$ cat src/rtl/vec_agu_pkg.sv
// Shared types and sizing for the multi-port vector address generator.
package vec_agu_pkg;

  localparam int unsigned AGU_VLEN       = 16384;
  localparam int unsigned AGU_DATA_WIDTH = 64;
  localparam int unsigned AGU_ADDR_WIDTH = 5;
  localparam int unsigned AGU_NPORT      = 3;
  localparam int unsigned AGU_SHIFT_W    = 2;

  // Beat counter width: register index bits plus word-offset bits.
  function automatic int unsigned cw_f(input int unsigned addr_w,
                                       input int unsigned vlen,
                                       input int unsigned data_w);
    return addr_w + $clog2(vlen / data_w);
  endfunction

  localparam int unsigned AGU_OFF_WIDTH = $clog2(AGU_VLEN / AGU_DATA_WIDTH);
  localparam int unsigned AGU_CW        = cw_f(AGU_ADDR_WIDTH, AGU_VLEN, AGU_DATA_WIDTH);

  typedef enum logic {
    S_IDLE = 1'b0,
    S_RUN  = 1'b1
  } state_t;

  // Command fields captured at acceptance; first beat goes straight into the counter.
  typedef struct packed {
    logic [AGU_NPORT-1:0][AGU_ADDR_WIDTH-1:0] base;
    logic [AGU_NPORT-1:0][AGU_SHIFT_W-1:0]    shift;
    logic [AGU_CW-1:0]                        last;
  } cmd_t;

endpackage

$ cat src/rtl/vec_agu_port_calc.sv
// Per-port word address: base register scaled to words plus the repeat-shifted beat index.
module vec_agu_port_calc #(
  parameter int unsigned ADDR_WIDTH = 5,
  parameter int unsigned OFF_WIDTH  = 8,
  parameter int unsigned SHIFT_W    = 2,
  localparam int unsigned CW        = ADDR_WIDTH + OFF_WIDTH
) (
  input  logic [ADDR_WIDTH-1:0] base,
  input  logic [SHIFT_W-1:0]    shift,
  input  logic [CW-1:0]         b,
  output logic [ADDR_WIDTH-1:0] addr,
  output logic [OFF_WIDTH-1:0]  off
);

  logic [CW-1:0] word;

  // Sum truncates to CW bits, so running past the top register wraps to register 0.
  assign word = {base, {OFF_WIDTH{1'b0}}} + (b >> shift);
  assign addr = word[CW-1:OFF_WIDTH];
  assign off  = word[OFF_WIDTH-1:0];

endmodule

$ cat src/rtl/vec_addr_gen_mp.sv
// Multi-port vector register-file address generator: one command -> a burst of per-port beats.
module vec_addr_gen_mp
  import vec_agu_pkg::*;
#(
  parameter int unsigned VLEN       = AGU_VLEN,
  parameter int unsigned DATA_WIDTH = AGU_DATA_WIDTH,
  parameter int unsigned ADDR_WIDTH = AGU_ADDR_WIDTH,
  parameter int unsigned NPORT      = AGU_NPORT,
  parameter int unsigned SHIFT_W    = AGU_SHIFT_W,
  localparam int unsigned OFF_WIDTH = $clog2(VLEN / DATA_WIDTH),
  localparam int unsigned CW        = cw_f(ADDR_WIDTH, VLEN, DATA_WIDTH)
) (
  input  logic                        clk,
  input  logic                        rst,
  input  logic                        flush,
  input  logic                        cmd_valid,
  output logic                        cmd_ready,
  input  logic [NPORT*ADDR_WIDTH-1:0] cmd_base,
  input  logic [NPORT*SHIFT_W-1:0]    cmd_shift,
  input  logic [CW-1:0]               cmd_first,
  input  logic [CW-1:0]               cmd_last,
  output logic                        out_valid,
  input  logic                        out_ready,
  output logic [NPORT*ADDR_WIDTH-1:0] out_addr,
  output logic [NPORT*OFF_WIDTH-1:0]  out_off,
  output logic [CW-1:0]               out_beat,
  output logic                        out_start,
  output logic                        out_end,
  output logic                        idle
);

  state_t        state, state_nxt;
  logic [CW-1:0] b, b_nxt;
  cmd_t          cmd, cmd_nxt;
  logic          valid_nxt, start_nxt, end_nxt;
  logic          accept;

  logic [NPORT-1:0][ADDR_WIDTH-1:0] addr_nxt;
  logic [NPORT-1:0][OFF_WIDTH-1:0]  off_nxt;

  // A new command is taken when idle, or when the end beat of the current burst is consumed.
  assign cmd_ready = !rst && !flush &&
                     ((state == S_IDLE) || (out_ready && out_end));
  assign accept    = cmd_valid && cmd_ready;

  // State, beat counter and captured command.
  always_ff @(posedge clk) begin
    if (rst) begin
      state <= S_IDLE;
      b     <= '0;
      cmd   <= '0;
    end else begin
      state <= state_nxt;
      b     <= b_nxt;
      cmd   <= cmd_nxt;
    end
  end

  // Next-state: flush wins, then command acceptance, then beat consumption.
  always_comb begin
    state_nxt = state;
    b_nxt     = b;
    cmd_nxt   = cmd;
    valid_nxt = out_valid;
    start_nxt = out_start;
    end_nxt   = out_end;
    if (flush) begin
      state_nxt = S_IDLE;
      valid_nxt = 1'b0;
      start_nxt = 1'b0;
      end_nxt   = 1'b0;
    end else if (accept) begin
      state_nxt     = S_RUN;
      b_nxt         = cmd_first;
      cmd_nxt.base  = cmd_base;
      cmd_nxt.shift = cmd_shift;
      cmd_nxt.last  = cmd_last;
      valid_nxt     = 1'b1;
      start_nxt     = 1'b1;
      // last < first still yields exactly one beat, so it also ends immediately.
      end_nxt       = (cmd_first >= cmd_last);
    end else if ((state == S_RUN) && out_ready) begin
      if (out_end) begin
        state_nxt = S_IDLE;
        valid_nxt = 1'b0;
        start_nxt = 1'b0;
        end_nxt   = 1'b0;
      end else begin
        b_nxt     = b + CW'(1);
        start_nxt = 1'b0;
        end_nxt   = ((b + CW'(1)) >= cmd.last);
      end
    end
  end

  // One address calculator per operand stream, fed by the next-cycle counter and command.
  for (genvar p = 0; p < NPORT; p++) begin : g_port
    vec_agu_port_calc #(
      .ADDR_WIDTH (ADDR_WIDTH),
      .OFF_WIDTH  (OFF_WIDTH),
      .SHIFT_W    (SHIFT_W)
    ) u_calc (
      .base  (cmd_nxt.base[p]),
      .shift (cmd_nxt.shift[p]),
      .b     (b_nxt),
      .addr  (addr_nxt[p]),
      .off   (off_nxt[p])
    );
  end

  // Registered beat outputs; they only change on a transition, so stalls hold them.
  always_ff @(posedge clk) begin
    if (rst) begin
      out_valid <= 1'b0;
      out_start <= 1'b0;
      out_end   <= 1'b0;
      out_addr  <= '0;
      out_off   <= '0;
      out_beat  <= '0;
      idle      <= 1'b1;
    end else begin
      out_valid <= valid_nxt;
      out_start <= start_nxt;
      out_end   <= end_nxt;
      out_addr  <= addr_nxt;
      out_off   <= off_nxt;
      out_beat  <= b_nxt;
      idle      <= (state_nxt == S_IDLE);
    end
  end

endmodule

$ cat config.mk
export PLATFORM = sky130hd
export DESIGN_NAME = vec_addr_gen_mp
export DESIGN_NICKNAME = d
export VERILOG_FILES = /design/src/rtl/vec_agu_pkg.sv /design/src/rtl/vec_agu_port_calc.sv /design/src/rtl/vec_addr_gen_mp.sv
export SDC_FILE = /design/constraint.sdc
export NUM_CORES = 1
export LEC_CHECK = 0
export ABC_AREA = 1
export CAP_MARGIN = 15
export CORE_MARGIN = 1
export CORE_UTILIZATION = 50
export CTS_CLUSTER_DIAMETER = 40
export DETAILED_ROUTE_END_ITERATION = 7
export DONT_BUFFER_PORTS = 1
export PLACE_DENSITY = 0.64
export SLEW_MARGIN = 20
export SYNTH_ARGS = -nofsm -noshare
export SYNTH_HDL_FRONTEND = slang
export SYNTH_SLANG_ARGS = --single-unit
$ cat constraint.sdc
create_clock -name clk -period 3.38 [get_ports clk]
set_clock_uncertainty 0.15 [all_clocks]
set_input_delay 0.676 -clock clk [delete_from_list [all_inputs] [get_ports clk]]
set_output_delay 0.676 -clock clk [all_outputs]
set_load 0.1 [all_outputs]
==> metrics.csv, run 1 <==
stage;metric;value;unit
worst_setup_path;cpMostUsedCell;nand2_1;
final_layout;antennaDiodeCount;0;
routing;vias;5520;
min_path;hold_start;rst;
worst_setup_path;critPathBufInv;0;
worst_setup_path;reg2reg_depth;20;
worst_setup_path;critPathSlowestCell;fa_1;
logic_synthesis;synth_fp_nets;922;
sta;setup_violations;0;
sta;report.final.slew_viol_count;0;
floorplan;core;11000;um^2
floorplan;pin_count;109;
worst_setup_path;crit_path_cell_trace;ha_2 > nand2_1 > nor2_4 > nand2_2 > o21ai_2 > nand3_1 > nand2_2 > nand3_1 > nand3_1 > nand2_1 > ha_1 > fa_1 > nand2_1 > nand2_1 > a21oi_2 > o211ai_1 > nand2_1 > nand4_1 > nand2_1 > nor2_1;
min_path;worstHoldEndpoint;out_addr[11];
global_route;antenna_found_initial;0;
logic_synthesis;synthArstFlopShare;0;
routing;initialDrtViolationCount;323;
worst_setup_path;cp_top_family;simple AND/OR/NAND/NOR gates;
clocking;htreeDepth;3;
min_path;hp-class;in -> reg;
logic_synthesis;ys_seq_area_frac;0.320;
worst_setup_path;cp-start-kind;flip-flop;
logic_synthesis;synth_cell_types;38;
logic_synthesis;synthCells;828;
logic_synthesis;yosysTopAreaCell;dfxtp_1;
routing;drc;0;
routing;routedWlPerCell;14.7;um
job;max_cap_violations;0;
sta;fmax;0.321;GHz
clocking;cts_buffer_depth;2;
global_route;first_global_vias;5378;
clocking;cts_tree;built;
worst_setup_path;crit_path_end_kind;flip-flop;
routing;wirelength;15100;um
placement;port_buffers;0;
sta;hold_violations;0;
power;peakVddDrop;0.000454;V
worst_setup_path;r2r_slack;0.26;ns
worst_setup_path;cp_slowest_stage_delay;0.40;ns
clocking;clkLatencyLatePin;0.36;ns
floorplan;dieHeight;109;um
worst_setup_path;cp.arrival;3.22;ns
logic_synthesis;avgSynthCellArea;6.88;um^2
worst_setup_path;reg2reg_from;out_beat[1];
logic_synthesis;ys_top_cells_by_count;nand2_1, nand3_1, inv_1;
final_layout;syn2layout_area_growth;16.0;%
power;p_leak;0.00338;uW
final_layout;layout-drive-gt1-share;0.185;
logic_synthesis;synth_edf_count;0;
logic_synthesis;synth_area_leaders;dfxtp_1, nand2_1, nand3_1;
final_layout;fin_util;0.602;
logic_synthesis;yosysMostFrequentCell;nand2_1;
sta;slew_headroom;0.346;
clocking;ctsHoldBuffers;0;
placement;globalplace.congestion;0.885;
routing;dr.pass1.iters;5;
sta;period_minus_slack;3.12;ns
global_route;grt_max_degree;47;
global_route;grt_pass1_wl;25000;um
floorplan;row_count;38;
final_layout;nets;979;
logic_synthesis;synth-seq-cells;91;
sta;worst_pin_slew;0.979;ns
floorplan;start_util;0.519;
worst_setup_path;setup.worst_path.class;reg -> reg;
logic_synthesis;ys_warn_count;0;
floorplan;die_area;11800;um^2
routing;ant_nets;0;
clocking;clock-sinks;91;
power;pwr_density_cell;485;nW/um^2
worst_setup_path;r2r_end;out_addr[4];
clocking;path_clk_slew;0.07;ns
sta;timing.final.crit_share;0.922;
logic_synthesis;yosysTopAreaCellShare;0.320;
placement;dp.cells;1010;
clocking;root_buffer;clkbuf_16;
min_path;whs_path_depth;1;
outcome;status;complete, no violations;
worst_setup_path;required;3.48;ns
placement;dpl.hpwl;12000;um
global_route;gr-total-overflow;0;
floorplan;die_w;109;um
worst_setup_path;critPathMaxFanout;5;
logic_synthesis;synthesis.area;5700;um^2
global_route;grtUsageTotal;0.273;
clocking;cts_buffers;9;
final_layout;final_cells;1030;
routing;vias_per_cell;5.36;
sta;rsz0062_at_grt;no;
logic_synthesis;synth-main-ff-cell;dfxtp_1;
[report_power, final]
part,switching (uW),internal [uW],total [uW]
clock,430,519,949
combinational,439,250,689
sequential,413,1150,1570
total,1280,1920,3200
[kinds of logic after synthesis]
logic type      after synthesis  synth area share
flops                        91             0.320
simple gates                425             0.346
compound gates              121             0.127
xor+xnor                      3           0.00461
buf+inv                     146             0.107
fa+ha+maj                    42            0.0962
[final cells by class]
type / instances / area [um^2]
clock buffer: 12 / 246
tap: 140 / 175
inverter: 121 / 457
multi-input combinational: 591 / 3320
fill: 1059 / 4380
sequential: 91 / 1840
timing repair buffer: 71 / 546
clock inverter: 4 / 26.3
[how the worst max path moves through the flow]
stage / start / end / cells past startpoint
final: out_beat[1] / out_addr[4] / 20
after global routing: out_beat[1] / out_addr[14] / 22
after CTS: out_beat[5] / out_addr[14] / 21
after detailed placement: out_ready / out_addr[14] / 22
after global placement: out_ready / out_addr[14] / 22
after floorplan: rst / out_addr[14] / 23
[sequential cells by signal, indices dropped and copies added (netlist names)]
signal / cells
cmd: 34
idle: 1
out_addr: 15
out_beat: 13
out_end: 1
out_off: 24
out_start: 1
out_valid: 1
state: 1
[worst reg2reg max path, stage by stage, from the launching register on]
cell and delay, ns:
dfxtp_4 0.38, ha_2 0.19, nand2_1 0.09, nor2_4 0.18, nand2_2 0.10, o21ai_2 0.13, nand3_1 0.09, nand2_2 0.12
nand3_1 0.11, nand3_1 0.11, nand2_1 0.08, ha_1 0.21, fa_1 0.40, nand2_1 0.09, nand2_1 0.06, a21oi_2 0.14
o211ai_1 0.10, nand2_1 0.09, nand4_1 0.09, nand2_1 0.06, nor2_1 0.04
[layout by cell type (no fill, tap or decap), types with 2 or more instances in the layout]
cell type    n
or2_2       12
dfxtp_2     10
o21ai_0     21
clkinv_2     2
o22ai_1      2
dfxtp_4      2
ha_2         2
clkbuf_1     2
a21oi_2      4
or2_1        4
buf_4       70
nor2_1      35
o21ai_1     10
nor2_2       5
o21ai_4      4
nand2_2     11
nand2_4      3
nand2_1    189
dfxtp_1     79
nand4_1     15
fa_1         2
nor2_4       7
a21oi_1     56
o21ai_2      5
a31oi_1      3
nand3_1    138
o211ai_1     3
xor2_1       3
ha_1        37
clkbuf_16    9
inv_1      111
inv_2        9
a211oi_1    12
[timing repair]
item,in CTS,in global routing
setup endpoints to repair,0,3
resized for setup,0,15
setup buffers,0,4
[metal layers]
layer / track usage / vias to the layer above / part of all wire
met5: 0 / - / 0
met4: 0.124 / 0 / 0.029
met3: 0.0663 / 31 / 0.055
met2: 0.467 / 159 / 0.48
met1: 0.321 / 2494 / 0.44
li1: - / 2836 / -
[metrics by stage]
| stage | power (uW) | area (um^2) | hold WS, ns | TNS [ns] | setup WS, ns |
|---|---|---|---|---|---|
| after CTS | 3220 | 6530 | 0.223 | 0 | 0.0428 |
| final | 3200 | 6610 | 0.236 | 0 | 0.262 |
| after global placement | 2250 | 6250 | 0.300 | 0 | 0.0780 |
| after floorplan | 2090 | 5720 | 0.285 | 0 | 0.0644 |
| after global routing | 3360 | 6610 | 0.224 | 0 | 0.00303 |
| after detailed placement | 2270 | 6250 | 0.310 | -0.00922 | -0.00922 |
No activity file was read; power rests on OpenSTA's default activity.
==> run 2, diff against run 1 <==
CAP_MARGIN = not set   (was 15)
==> results of run 2 <==
No change in the layout: final DEF, timing and power equal those of run 1.
